### config.mk
export PLATFORM = sky130hd
export DESIGN_NAME = axi4_lite_master
export DESIGN_NICKNAME = d
export VERILOG_FILES = /design/src/rtl/axi4_lite_master.sv
export SDC_FILE = /design/constraint.sdc
export NUM_CORES = 1
export LEC_CHECK = 0
export CAP_MARGIN = 10
export CORE_MARGIN = 5
export CORE_UTILIZATION = 43
export CTS_BUF_LIST = sky130_fd_sc_hd__clkbuf_2
export DETAILED_ROUTE_END_ITERATION = 7
export PLACE_DENSITY_LB_ADDON = 0.1
export SETUP_SLACK_MARGIN = 0.05
export SYNTH_ARGS = -nofsm -noshare
export SYNTH_HDL_FRONTEND = slang
export SYNTH_SLANG_ARGS = --single-unit
### constraint.sdc
create_clock -name ACLK -period 5 [get_ports ACLK]
set_clock_uncertainty 0.2 [all_clocks]
set_input_delay 0.75 -clock ACLK [delete_from_list [all_inputs] [get_ports ACLK]]
set_output_delay 0.75 -clock ACLK [all_outputs]
set_load 0.01 [all_outputs]
### src/rtl/axi4_lite_master.sv
// -----------------------------------------------------------------------------
// axi4_lite_master
//
// AXI4-Lite initiator. Takes single-beat commands from a valid/ready command
// port, runs them as one AXI4-Lite read or write transaction on the M_* bus,
// and hands the read data and response code back on a valid/ready response
// port. Only one transaction is in flight at a time.
//
// Ports
//   ACLK, ARESETN           clock (rising edge), asynchronous active-low reset
//   cmd_valid/cmd_ready     command handshake
//   cmd_write               1 = write, 0 = read
//   cmd_addr                byte address, forwarded unmodified
//   cmd_wdata/cmd_wstrb     write data and byte strobes
//   rsp_valid/rsp_ready     response handshake
//   rsp_rdata               read data (0 for writes)
//   rsp_resp                BRESP or RRESP of the completed transaction
//   rsp_write               echo of cmd_write for the completed transaction
//   M_AW*, M_W*, M_B*       AXI4-Lite write address / data / response channels
//   M_AR*, M_R*             AXI4-Lite read address / data channels
//
// Every output comes straight from a flop; no input reaches an output
// combinationally. DATA_WIDTH is expected to be 32 or 64.
// -----------------------------------------------------------------------------
module axi4_lite_master #(
    parameter int ADDR_WIDTH = 32,
    parameter int DATA_WIDTH = 32
) (
    input  logic                      ACLK,
    input  logic                      ARESETN,

    // command port
    input  logic                      cmd_valid,
    output logic                      cmd_ready,
    input  logic                      cmd_write,
    input  logic [ADDR_WIDTH-1:0]     cmd_addr,
    input  logic [DATA_WIDTH-1:0]     cmd_wdata,
    input  logic [DATA_WIDTH/8-1:0]   cmd_wstrb,

    // response port
    output logic                      rsp_valid,
    input  logic                      rsp_ready,
    output logic [DATA_WIDTH-1:0]     rsp_rdata,
    output logic [1:0]                rsp_resp,
    output logic                      rsp_write,

    // write address channel
    output logic [ADDR_WIDTH-1:0]     M_AWADDR,
    output logic                      M_AWVALID,
    input  logic                      M_AWREADY,

    // write data channel
    output logic [DATA_WIDTH-1:0]     M_WDATA,
    output logic [DATA_WIDTH/8-1:0]   M_WSTRB,
    output logic                      M_WVALID,
    input  logic                      M_WREADY,

    // write response channel
    input  logic [1:0]                M_BRESP,
    input  logic                      M_BVALID,
    output logic                      M_BREADY,

    // read address channel
    output logic [ADDR_WIDTH-1:0]     M_ARADDR,
    output logic                      M_ARVALID,
    input  logic                      M_ARREADY,

    // read data channel
    input  logic [DATA_WIDTH-1:0]     M_RDATA,
    input  logic [1:0]                M_RRESP,
    input  logic                      M_RVALID,
    output logic                      M_RREADY
);

    localparam int STRB_WIDTH = DATA_WIDTH / 8;

    typedef enum logic [2:0] {
        IDLE    = 3'd0,
        WR      = 3'd1,
        WR_RESP = 3'd2,
        RD_ADDR = 3'd3,
        RD_DATA = 3'd4,
        RSP     = 3'd5
    } state_t;

    state_t                  state_q,     state_d;
    logic                    cmd_ready_q, cmd_ready_d;

    logic [ADDR_WIDTH-1:0]   awaddr_q,    awaddr_d;
    logic                    awvalid_q,   awvalid_d;
    logic [DATA_WIDTH-1:0]   wdata_q,     wdata_d;
    logic [STRB_WIDTH-1:0]   wstrb_q,     wstrb_d;
    logic                    wvalid_q,    wvalid_d;
    logic                    aw_done_q,   aw_done_d;
    logic                    w_done_q,    w_done_d;
    logic                    bready_q,    bready_d;

    logic [ADDR_WIDTH-1:0]   araddr_q,    araddr_d;
    logic                    arvalid_q,   arvalid_d;
    logic                    rready_q,    rready_d;

    logic                    rsp_valid_q, rsp_valid_d;
    logic [DATA_WIDTH-1:0]   rsp_rdata_q, rsp_rdata_d;
    logic [1:0]              rsp_resp_q,  rsp_resp_d;
    logic                    rsp_write_q, rsp_write_d;

    // Handshake qualifiers, built from the registered VALID/READY we drive.
    logic aw_hs;
    logic w_hs;
    logic b_hs;
    logic ar_hs;
    logic r_hs;

    assign aw_hs = awvalid_q & M_AWREADY;
    assign w_hs  = wvalid_q  & M_WREADY;
    assign b_hs  = bready_q  & M_BVALID;
    assign ar_hs = arvalid_q & M_ARREADY;
    assign r_hs  = rready_q  & M_RVALID;

    // -------------------------------------------------------------------------
    // Next-state and next-output logic
    // -------------------------------------------------------------------------
    always_comb begin
        state_d     = state_q;
        cmd_ready_d = cmd_ready_q;
        awaddr_d    = awaddr_q;
        awvalid_d   = awvalid_q;
        wdata_d     = wdata_q;
        wstrb_d     = wstrb_q;
        wvalid_d    = wvalid_q;
        aw_done_d   = aw_done_q;
        w_done_d    = w_done_q;
        bready_d    = bready_q;
        araddr_d    = araddr_q;
        arvalid_d   = arvalid_q;
        rready_d    = rready_q;
        rsp_valid_d = rsp_valid_q;
        rsp_rdata_d = rsp_rdata_q;
        rsp_resp_d  = rsp_resp_q;
        rsp_write_d = rsp_write_q;

        case (state_q)
            IDLE: begin
                // cmd_ready is low straight out of reset and comes up on the
                // first edge after release, so acceptance uses the registered
                // copy rather than the state.
                if (cmd_valid && cmd_ready_q) begin
                    cmd_ready_d = 1'b0;
                    if (cmd_write) begin
                        awaddr_d  = cmd_addr;
                        wdata_d   = cmd_wdata;
                        wstrb_d   = cmd_wstrb;
                        awvalid_d = 1'b1;
                        wvalid_d  = 1'b1;
                        aw_done_d = 1'b0;
                        w_done_d  = 1'b0;
                        state_d   = WR;
                    end else begin
                        araddr_d  = cmd_addr;
                        arvalid_d = 1'b1;
                        state_d   = RD_ADDR;
                    end
                end else begin
                    cmd_ready_d = 1'b1;
                end
            end

            WR: begin
                // AW and W run independently; each VALID falls only on the
                // edge that samples its own READY.
                if (aw_hs) begin
                    awvalid_d = 1'b0;
                    aw_done_d = 1'b1;
                end
                if (w_hs) begin
                    wvalid_d = 1'b0;
                    w_done_d = 1'b1;
                end
                // Include this cycle's handshakes so a simultaneous or
                // last-arriving handshake moves on without an idle cycle.
                if ((aw_done_q || aw_hs) && (w_done_q || w_hs)) begin
                    bready_d = 1'b1;
                    state_d  = WR_RESP;
                end
            end

            WR_RESP: begin
                if (b_hs) begin
                    bready_d    = 1'b0;
                    rsp_resp_d  = M_BRESP;
                    rsp_rdata_d = '0;
                    rsp_write_d = 1'b1;
                    rsp_valid_d = 1'b1;
                    state_d     = RSP;
                end
            end

            RD_ADDR: begin
                if (ar_hs) begin
                    arvalid_d = 1'b0;
                    rready_d  = 1'b1;
                    state_d   = RD_DATA;
                end
            end

            RD_DATA: begin
                if (r_hs) begin
                    rready_d    = 1'b0;
                    rsp_rdata_d = M_RDATA;
                    rsp_resp_d  = M_RRESP;
                    rsp_write_d = 1'b0;
                    rsp_valid_d = 1'b1;
                    state_d     = RSP;
                end
            end

            RSP: begin
                // rsp_* hold their values until the requester takes them.
                if (rsp_ready) begin
                    rsp_valid_d = 1'b0;
                    cmd_ready_d = 1'b1;
                    state_d     = IDLE;
                end
            end

            default: begin
                state_d     = IDLE;
                cmd_ready_d = 1'b0;
                awvalid_d   = 1'b0;
                wvalid_d    = 1'b0;
                bready_d    = 1'b0;
                arvalid_d   = 1'b0;
                rready_d    = 1'b0;
                rsp_valid_d = 1'b0;
            end
        endcase
    end

    // -------------------------------------------------------------------------
    // State and output registers
    // -------------------------------------------------------------------------
    always_ff @(posedge ACLK or negedge ARESETN) begin
        if (!ARESETN) begin
            state_q     <= IDLE;
            cmd_ready_q <= 1'b0;
            awaddr_q    <= '0;
            awvalid_q   <= 1'b0;
            wdata_q     <= '0;
            wstrb_q     <= '0;
            wvalid_q    <= 1'b0;
            aw_done_q   <= 1'b0;
            w_done_q    <= 1'b0;
            bready_q    <= 1'b0;
            araddr_q    <= '0;
            arvalid_q   <= 1'b0;
            rready_q    <= 1'b0;
            rsp_valid_q <= 1'b0;
            rsp_rdata_q <= '0;
            rsp_resp_q  <= '0;
            rsp_write_q <= 1'b0;
        end else begin
            state_q     <= state_d;
            cmd_ready_q <= cmd_ready_d;
            awaddr_q    <= awaddr_d;
            awvalid_q   <= awvalid_d;
            wdata_q     <= wdata_d;
            wstrb_q     <= wstrb_d;
            wvalid_q    <= wvalid_d;
            aw_done_q   <= aw_done_d;
            w_done_q    <= w_done_d;
            bready_q    <= bready_d;
            araddr_q    <= araddr_d;
            arvalid_q   <= arvalid_d;
            rready_q    <= rready_d;
            rsp_valid_q <= rsp_valid_d;
            rsp_rdata_q <= rsp_rdata_d;
            rsp_resp_q  <= rsp_resp_d;
            rsp_write_q <= rsp_write_d;
        end
    end

    // -------------------------------------------------------------------------
    // Outputs
    // -------------------------------------------------------------------------
    assign cmd_ready = cmd_ready_q;

    assign M_AWADDR  = awaddr_q;
    assign M_AWVALID = awvalid_q;
    assign M_WDATA   = wdata_q;
    assign M_WSTRB   = wstrb_q;
    assign M_WVALID  = wvalid_q;
    assign M_BREADY  = bready_q;
    assign M_ARADDR  = araddr_q;
    assign M_ARVALID = arvalid_q;
    assign M_RREADY  = rready_q;

    assign rsp_valid = rsp_valid_q;
    assign rsp_rdata = rsp_rdata_q;
    assign rsp_resp  = rsp_resp_q;
    assign rsp_write = rsp_write_q;

endmodule

==> flow_metrics.tcl <==
set metrics [dict create \
    cts_tree "done" \
    dr.pass1.iters 4 \
    syn_area_sq_um 5820 \
    peakVddDrop_mv 0.294 \
    ys.flop_type "dfrtp_1" \
    post-route-period-util_pct 56.4 \
    synth_top_area_share_pct 63.2 \
    crit_slowest_cell "or2_2" \
    synth_top_area_cell "dfrtp_1" \
    drv_slew 0 \
    p_int_mw 3.84 \
    drtAntennaViolNets 0 \
    cp-start-kind "flip-flop" \
    clkLatencyLatePin_ns 0.67 \
    crit_arrival_ns 3.19 \
    switchingPower_mw 1.71 \
    gr-total-overflow 0 \
    worst_slew_pin_slew_ns 1.21 \
    grtUsageTotal_pct 19.0 \
    ios 256 \
    power.density_nw_per_um2 631 \
    clock_sinks 147 \
    ctsResizeCount 0 \
    path_class "reg2reg" \
    ys_seq_elements 147 \
    cts_max_path_buffers 2 \
    required_ns 5.37 \
    ys.warnings.count 0 \
    initial_core_util_pct 43.9 \
    io_buffers 255 \
    placed_area_sq_um 8480 \
    path_cells "and2b_1 > nand3_1 > or2_2 > mux2_2" \
    maxUsedRoutingLayer "met4" \
    wl_um 15300 \
    syn-instance-count 380 \
    holdWs_ns 0.317 \
    mostFrequentLayoutCells "254 x clkdlybuf4s50_1, 147 x dfrtp_1, 71 x mux2_2" \
    hpwl_um 11100 \
    drtIter0Drc 210 \
    grt_pass1_wl_um 23800 \
    grt_start_max_net_pins 116 \
    dr_wl_met3_um 1070 \
    wl_per_cell_um 18.6 \
    layout-drive-gt1-share_pct 21.8 \
    drc 0 \
    num_vias 4130 \
    p_sw_share_pct 30.9 \
    fin_area_sq_um 8800 \
    syn-num-nets 494 \
    finalSetupViolCount 0 \
    die_h_um 126 \
    wl_met1_um 6390 \
    final_net_count 749 \
    nFillCells 1021 \
    hold_path_class "reg2reg" \
    drv_cap 0 \
    power.leakage_nw 3.93 \
    layout_commonest_cell "clkdlybuf4s50_1" \
    dieArea_sq_um 16000 \
    rsz0062_at_grt "false" \
    pwr-share-seq_pct 38.8 \
    tns_ns 0 \
    syn_to_final_growth_pct 51.2 \
    fin_crit_ns 2.82 \
    cts_buffers 17 \
    antenna_found_initial 0 \
    viasPerCell 5.01 \
    cp-end-kind "flip-flop" \
    core_sq_um 13200 \
    root_buffer "clkbuf_2" \
    cp_slowest_stage_delay_ns 0.87 \
    grt_pass1_vias 4303 \
    combPwrFrac_pct 46.3 \
    antenna_cells 0 \
    relSlewSlack_pct 19.1 \
    p_clk_share_pct 15.0 \
    yosysSeqAreaShare_pct 63.2 \
    finalHoldViolations 0 \
    avgSynthCellArea_sq_um 15.3 \
    synth-edff-count 0 \
    synth-async-reset-ratio_pct 100 \
    route.met2.wl_um 7470 \
    place_congestion 0.805 \
    fmax_mhz 354 \
    synth_area_leaders "dfrtp_1 63%, mux2_2 14%, mux2_4 7.5%, a22o_1 4.8%, buf_2 1.3%" \
    die_w_um 126 \
    htree_levels 4 \
    path_clk_slew_ns 0.19 \
    power.total_mw 5.55 \
    status "completed" \
    worst-path-max-fanout 33 \
    core.rowCount 42 \
    ys_types 40 \
]
-- worst max-delay path: cells and delay by family (launching register included) --
kind | cells | cell delay (ns)
simple gates | 3 | 1.24
flops | 1 | 0.82
mux | 1 | 0.43
-- power by group through the flow --
| stage | registers (mW) | logic (mW) | clock network (mW) |
|---|---|---|---|
| finish | 2.15 | 2.57 | 0.830 |
| global route | 2.24 | 2.73 | 0.906 |
| CTS | 2.16 | 2.61 | 0.860 |
| detailed placement | 2.18 | 2.60 | 0 |
| global placement | 2.16 | 2.56 | 0 |
| floorplan | 2.38 | 0.883 | 0 |
-- metrics by stage --
stage	cells	setup WS [ns]	utilization, %
after floorplan	380	2.93	-
after global placement	791	1.99	64.0
after detailed placement	791	1.96	64.0
after CTS	824	2.18	66.4
after global routing	824	2.06	66.4
final	824	2.18	66.4
-- synth_stat cells, drive strengths merged, types with 2 or more instances --
cell type	instances
nor3	2
clkbuf	2
nand2	10
mux2	100
nand3	5
a22oi	2
o21a	2
a31o	2
dfrtp	147
mux2i	2
o31ai	2
nor2	6
o21ai	11
inv	4
buf	21
nand4b	3
a21oi	6
a22o	32
nor2b	2
nand2b	4
-- state kept, by name, summed over array words and instances, names as in the netlist --
name and flops:
rsp_valid 1, cmd_ready 1, rsp_resp 2, rsp_rdata 32, M_WDATA 32, M_ARADDR 32
M_WSTRB 4, M_AWVALID 1, M_RREADY 1, aw_done_q 1, rsp_write 1, w_done_q 1
state_q 3, M_WVALID 1, M_BREADY 1, M_ARVALID 1, M_AWADDR 32
-- worst paths after layout --
check / slack (ns) / endpoint / startpoint / depth (start not counted)
max in group asynchronous: 2.97 / M_AWADDR[15] / ARESETN / 3
worst min register to register: 0.32 / w_done_q / w_done_q / 1
min in group asynchronous: 0.56 / M_WDATA[6] / ARESETN / 2
worst max-delay path: 2.18 / M_ARADDR[21] / state_q[2] / 4
worst min-delay path: 0.32 / w_done_q / w_done_q / 1
worst max register to register: 2.18 / M_ARADDR[21] / state_q[2] / 4
-- cell type report --
type / count / area, sq um / share of cell area (%)
flip-flops and latches: 147 / 3680 / 41.8
clock buffers: 20 / 100 / 1.14
repair buffers: 259 / 2590 / 29.4
multi-input cells: 206 / 1990 / 22.6
inverters: 4 / 15.0 / 0.171
well taps: 176 / 220 / 2.50
clock inverters: 12 / 210 / 2.39
-- cell families after synthesis --
logic type,synth area share (%)
flops,63.2
mux,21.6
simple gates,3.36
compound gates,9.18
buf+inv,2.65
-- repair_timing --
action	4_1_cts	5_1_grt
endpoints found under the hold margin	114	0
hold buffers	1	0
setup buffers	0	0
-- routing by layer --
layer  vias up  global-route usage (%)
met5         -                       0
met4         0                    7.63
met3        23                    6.35
met2       172                    31.0
met1      2038                    23.5
li1       1897                       -
No activity file was read; power rests on OpenSTA's default activity.
==> RTL change 1 (same settings) <==
`ADDR_WIDTH`: 32 -> 40.
--- a/src/rtl/axi4_lite_master.sv
+++ b/src/rtl/axi4_lite_master.sv
@@ -23,7 +23,7 @@
 // combinationally. DATA_WIDTH is expected to be 32 or 64.
 // -----------------------------------------------------------------------------
 module axi4_lite_master #(
-    parameter int ADDR_WIDTH = 32,
+    parameter int ADDR_WIDTH = 40,
     parameter int DATA_WIDTH = 32
 ) (
     input  logic                      ACLK,
Ports: changed (resized M_ARADDR, M_AWADDR and cmd_addr); port bits go from 256 to 280. No check against the original RTL was run, so the function may have changed too.
==> RTL change 1 against the original RTL <==
- synthesized area rose by 12%
- sequential cell count rose by 16
- via count rose by 15%
- worst hold slack got worse by 0.012 ns
- synthesized cell count rose by 27%
- worst setup slack improved by 0.088 ns
- sequential share of layout area rose by 0.52 points
- wire length rose by 13%
- cell area rose by 9.5%
- largest cell class unchanged
Power is not compared: it rests on default switching activity, and its combinational part moved more than twofold at a synthesized area within 25%.
==> RTL change 1: results (changes against the original RTL) <==
- Status: complete, no violations (unchanged).
- The critical path arrival came to 3.11 ns (was 3.19 ns).
- The fraction of layout instances using a drive strength above 1 is 15.5% (was 21.8%).
- The number of port buffers is 279 (was 255).
- Most used standard cells in the synthesized netlist: sky130_fd_sc_hd__dfrtp_1, sky130_fd_sc_hd__nand2_1, sky130_fd_sc_hd__mux2_2 (was sky130_fd_sc_hd__dfrtp_1, sky130_fd_sc_hd__mux2_2, sky130_fd_sc_hd__a22o_1).
- Area contributors post-synth: sky130_fd_sc_hd__dfrtp_1, sky130_fd_sc_hd__mux2_2, sky130_fd_sc_hd__mux2_1 (was sky130_fd_sc_hd__dfrtp_1, sky130_fd_sc_hd__mux2_2, sky130_fd_sc_hd__mux2_4).
- The number of antenna violations at the first check in global routing is 1 (was 0).
- The part of the Yosys area used for sequential elements is 62.9% (was 63.2%).
- The multiplexer area fraction after synthesis came to 21.6% (about the same).
- The routability-driven placement congestion ratio was 0.818 (was 0.805).
- The number of setup buffers added after CTS was 0 (unchanged).
- The clock slew seen by the registers of the worst setup and hold paths came to 0.21 ns (was 0.19 ns).
- The wire length per cell after detailed routing is 18.2 um (was 18.6 um).
- The largest net degree at the start of global routing is 86 (was 116).
- The number of warning messages in the yosys log is 0 (unchanged).
- The largest fanout on the critical path is 78 (was 33).
- The kind of path behind the tightest hold check is reg -> reg (unchanged).
- The total cell area at the placement stage is 9380 um^2 (was 8480 um^2).
- The total CTS buffers is 17 (unchanged).
- The total negative slack is 0 ns (unchanged).
- The number of design-rule violations left by the first detailed-router iteration was 207 (was 210).
- The commonest register cell after synthesis is sky130_fd_sc_hd__dfrtp_1 (unchanged).
- The distinct cell type count of the synthesized netlist was 34 (was 40).
- The via count was 4756 (was 4130).
- The global-route wire length before repair is 27.8 mm (was 23.8 mm).
- The pin slew with the least headroom to its limit is 1.19 ns (was 1.21 ns).
- The number of levels the H-tree was split into came to 4 (unchanged).
- The global-route usage over all layers came to 19.9% (was 19.0%).
- The clock tree buffer depth is 2 (unchanged).
- The static power due to leakage is 4.66 nW.
- The post-synthesis net count was 603 (was 494).
- The count of TritonRoute iterations in the first routing pass is 5 (was 4).
- The xor and xnor area share after synthesis is 0% (unchanged).
- The via count of the first global-routing pass came to 5185 (was 4303).
- The final net count is 878 (was 749).
- The HPWL after detailed placement is 12.7 mm (was 11.1 mm).
- The peak supply drop is 0.195 mV.
- The adder-cell share of the synthesized area is 0% (unchanged).
- The fraction of the mapped netlist area in compound gates is 5.11% (was 9.18%).
## RTL change 1: cell count changes after synthesis, moves of 4 or more
cell | unedited run | this run
sky130_fd_sc_hd__nor2_1 | 5 | 9
sky130_fd_sc_hd__a22o_1 | 32 | 0
sky130_fd_sc_hd__o21ai_0 | 11 | 41
sky130_fd_sc_hd__mux2_2 | 71 | 60
sky130_fd_sc_hd__clkbuf_1 | 2 | 8
sky130_fd_sc_hd__nand2_1 | 10 | 80
sky130_fd_sc_hd__mux2_1 | 0 | 38
sky130_fd_sc_hd__dfrtp_1 | 147 | 163
sky130_fd_sc_hd__mux2_4 | 29 | 18
## RTL change 1: per-layer routing
metal	vias up	global-route usage [%]	routed length (um)
met5	-	0	0
met4	0	7.51	528
met3	32	9.64	1720
met2	212	33.7	8620
met1	2314	21.7	6450
li1	2198	-	-
## RTL change 1: worst paths after layout
kind,from,to,slack (ns),depth (start not counted)
worst max-delay path,state_q[0],M_AWADDR[10],2.27,3
worst min-delay path,rsp_rdata[23],rsp_rdata[23],0.30,2
worst max register to register,state_q[0],M_AWADDR[10],2.27,3
worst min register to register,rsp_rdata[23],rsp_rdata[23],0.30,2
max in group asynchronous,ARESETN,M_WVALID,2.96,3
min in group asynchronous,ARESETN,M_AWADDR[19],0.44,2
## RTL change 1: through the flow
step / total power, W / worst slack (ns) / hold WS (ns) / cells
3_3_place_gp: 0.00148 / 1.79 / 0.262 / 920
4_1_cts: 0.00220 / 2.20 / 0.291 / 953
3_5_place_dp: 0.00148 / 1.68 / 0.269 / 920
6_report: 0.00216 / 2.27 / 0.305 / 954
2_1_floorplan: 0.00135 / 2.95 / 0.254 / 481
5_1_grt: 0.00227 / 2.07 / 0.263 / 954
## RTL change 1: power breakdown
part	total [W]	internal (W)	switching (W)	leakage, nW
clock network	0.000705	0.000234	0.000471	0.141
registers	0.00132	0.00132	0	2.26
logic	0.000138	0.0000886	0.0000499	2.26
total	0.00216	0.00164	0.000521	4.66
## RTL change 1: cells by family after synthesis
logic type,Yosys count
compound gates,60
buf+inv,29
flops,163
mux,119
simple gates,110
## RTL change 1: area by class of cell
| type | count | area (um^2) |
|---|---|---|
| Sequential cell | 163 | 4080 |
| Clock inverter | 15 | 159 |
| Fill cell | 1117 | 5010 |
| Tap cell | 184 | 230 |
| Timing Repair Buffer | 284 | 2830 |
| Antenna cell | 1 | 2.50 |
| Clock buffer | 17 | 85.1 |
| Inverter | 1 | 3.75 |
| Multi-Input combinational cell | 289 | 2240 |
## RTL change 1: worst max-delay path: stages (launching register included)
cell and delay, ns:
sky130_fd_sc_hd__dfrtp_1 0.67, sky130_fd_sc_hd__nor4_4 0.48, sky130_fd_sc_hd__nand2_4 0.63, sky130_fd_sc_hd__mux2_4 0.55
==> RTL change 2 (config.mk and constraints unchanged) <==
Made on the original files. Encoding of `state_t`: now one-hot (6 bits for 6 states).
--- a/src/rtl/axi4_lite_master.sv
+++ b/src/rtl/axi4_lite_master.sv
@@ -74,13 +74,13 @@
 
     localparam int STRB_WIDTH = DATA_WIDTH / 8;
 
-    typedef enum logic [2:0] {
-        IDLE    = 3'd0,
-        WR      = 3'd1,
-        WR_RESP = 3'd2,
-        RD_ADDR = 3'd3,
-        RD_DATA = 3'd4,
-        RSP     = 3'd5
+    typedef enum logic [5:0] {
+        IDLE    = 6'b000001,
+        WR      = 6'b000010,
+        WR_RESP = 6'b000100,
+        RD_ADDR = 6'b001000,
+        RD_DATA = 6'b010000,
+        RSP     = 6'b100000
     } state_t;
 
     state_t                  state_q,     state_d;
Behaviour: no difference found for any inputs over 4 cycles, from zero or initial values and one cycle with ARESETN low; so few cycles prove little.
==> RTL change 2 against the original RTL <==
- cell area increased by 3.1%
- synthesized area increased by 6.0%
- power decreased by 5.3%
- worst setup slack got worse by 0.17 ns
- maximum frequency decreased by 5.8%
- critical path depth increased by 1
- wire length increased by 9.0%
- clock power decreased by 22%
- sequential cell count increased by 3
- largest cell class unchanged
- highest routed layer unchanged
==> RTL change 2: results (changes against the original RTL) <==
- Status: complete, no violations (unchanged).
- The met3 layer usage reported by global route is 8.96% (was 6.35%).
- The worst min-delay path endpoint is M_AWADDR[0] (was w_done_q).
- The peak supply drop is 0.306 mV (was 0.294 mV).
- The global-route wire length before repair is 26.0 mm (was 23.8 mm).
- Most used standard cells in the synthesized netlist: sky130_fd_sc_hd__dfrtp_1, sky130_fd_sc_hd__mux2_2, sky130_fd_sc_hd__o21ai_0 (was sky130_fd_sc_hd__dfrtp_1, sky130_fd_sc_hd__mux2_2, sky130_fd_sc_hd__a22o_1).
- The distinct cell type count of the synthesized netlist is 48 (was 40).
- The fraction of the cycle the final worst path needs is 59.9% (was 56.4%).
- The largest fanout on the critical path is 24 (was 33).
- The via count of the first global-routing pass is 4951 (was 4303).
- The number of cells produced by synthesis is 487 (was 380).
- The depth of the worst register-to-register path is 5 (was 4).
- The clock network latency to the later pin of the worst-skew pair is 0.69 ns (was 0.67 ns).
- The detailed-route vias per instance is 5.09 (was 5.01).
- The multiplexer area fraction after synthesis is 18.7% (was 21.6%).
- The reg-to-reg endpoint is M_AWADDR[26] (was M_ARADDR[21]).
- The global-route usage over all layers came to 20.0% (was 19.0%).
- Area contributors post-synth: sky130_fd_sc_hd__dfrtp_1, sky130_fd_sc_hd__mux2_2, sky130_fd_sc_hd__o21ai_0 (was sky130_fd_sc_hd__dfrtp_1, sky130_fd_sc_hd__mux2_2, sky130_fd_sc_hd__mux2_4).
- The launch instance of the worst min-delay path was M_AWADDR[0] (was w_done_q).
- The minimum setup slack after placement is 1.72 ns (was 1.96 ns).
- The met2 track demand over resource is 32.9% (was 31.0%).
- The slowest cell on the critical path is sky130_fd_sc_hd__dfrtp_1 (was sky130_fd_sc_hd__or2_2).
- The static power due to leakage came to 3.87 nW (was 3.93 nW).
- The xor and xnor area share after synthesis is 0.426% (was 0%).
- The post-route met1 wirelength was 6.23 mm (was 6.39 mm).
- The via count is 4736 (was 4130).
- The wire length per cell after detailed routing came to 17.9 um (was 18.6 um).
- The fraction of layout instances using a drive strength above 1 is 18.9% (was 21.8%).
- The largest net degree at the start of global routing is 111 (was 116).
- The minimum hold slack is 0.332 ns (was 0.317 ns).
- The number of cells after detailed placement is 897 (was 791).
- The met1 capacity usage during global routing is 23.0% (was 23.5%).
- The longest individual stage delay on the worst path came to 0.61 ns (was 0.87 ns).
- The critical path arrival is 3.39 ns (was 3.19 ns).
- The post-synthesis net count is 601 (was 494).
- The final net count is 851 (was 749).
- The total met2 wirelength after detailed routing came to 8.20 mm (was 7.47 mm).
- The fraction of the mapped netlist area in compound gates came to 7.65% (was 9.18%).
- The HPWL after detailed placement came to 12.2 mm (was 11.1 mm).
- The detailed route wirelength on metal3 is 1.78 mm (was 1.07 mm).
## RTL change 2: changes by cell type after synthesis, moves of 8 or more
cell and change:
sky130_fd_sc_hd__a22o_1 -32, sky130_fd_sc_hd__inv_1 +30, sky130_fd_sc_hd__nand2_1 +8, sky130_fd_sc_hd__o21ai_0 +36, sky130_fd_sc_hd__nand3_1 +33, sky130_fd_sc_hd__mux2_2 +29
sky130_fd_sc_hd__clkbuf_1 +9, sky130_fd_sc_hd__mux2_4 -29
## RTL change 2: logic make-up (layout without fill, tap and decap cells)
logic type	count (synthesis)	count (layout)
compound gates	78	78
xor+xnor	3	3
mux	103	103
buf+inv	63	326
flops	150	150
simple gates	90	90
## RTL change 2: layout make-up
| type | instances | area [um^2] |
|---|---|---|
| tap | 180 | 225 |
| clock buffer | 21 | 105 |
| inverter | 34 | 128 |
| timing repair buffer | 260 | 2590 |
| multi-input combinational | 274 | 2160 |
| clock inverter | 11 | 110 |
| sequential | 150 | 3750 |
| fill | 1119 | 4910 |
## RTL change 2: worst register-to-register path: stages (launching register included)
cell,delay [ns]
sky130_fd_sc_hd__dfrtp_1,0.61
sky130_fd_sc_hd__nor4_4,0.41
sky130_fd_sc_hd__nand2_1,0.26
sky130_fd_sc_hd__nor2_4,0.61
sky130_fd_sc_hd__buf_4,0.43
sky130_fd_sc_hd__mux2_2,0.39
## RTL change 2: per-stage QoR
step,utilization (%),power [W]
2_1_floorplan,-,0.00316
3_3_place_gp,63.3,0.00460
3_5_place_dp,63.3,0.00466
4_1_cts,64.9,0.00533
5_1_grt,64.9,0.00562
6_report,64.9,0.00525
## RTL change 2: where the power goes
group	internal, W	total, W	switching [W]
clock	0.000230	0.000645	0.000415
sequential	0.00178	0.00213	0.000351
combinational	0.00149	0.00248	0.000986
total	0.00350	0.00525	0.00175
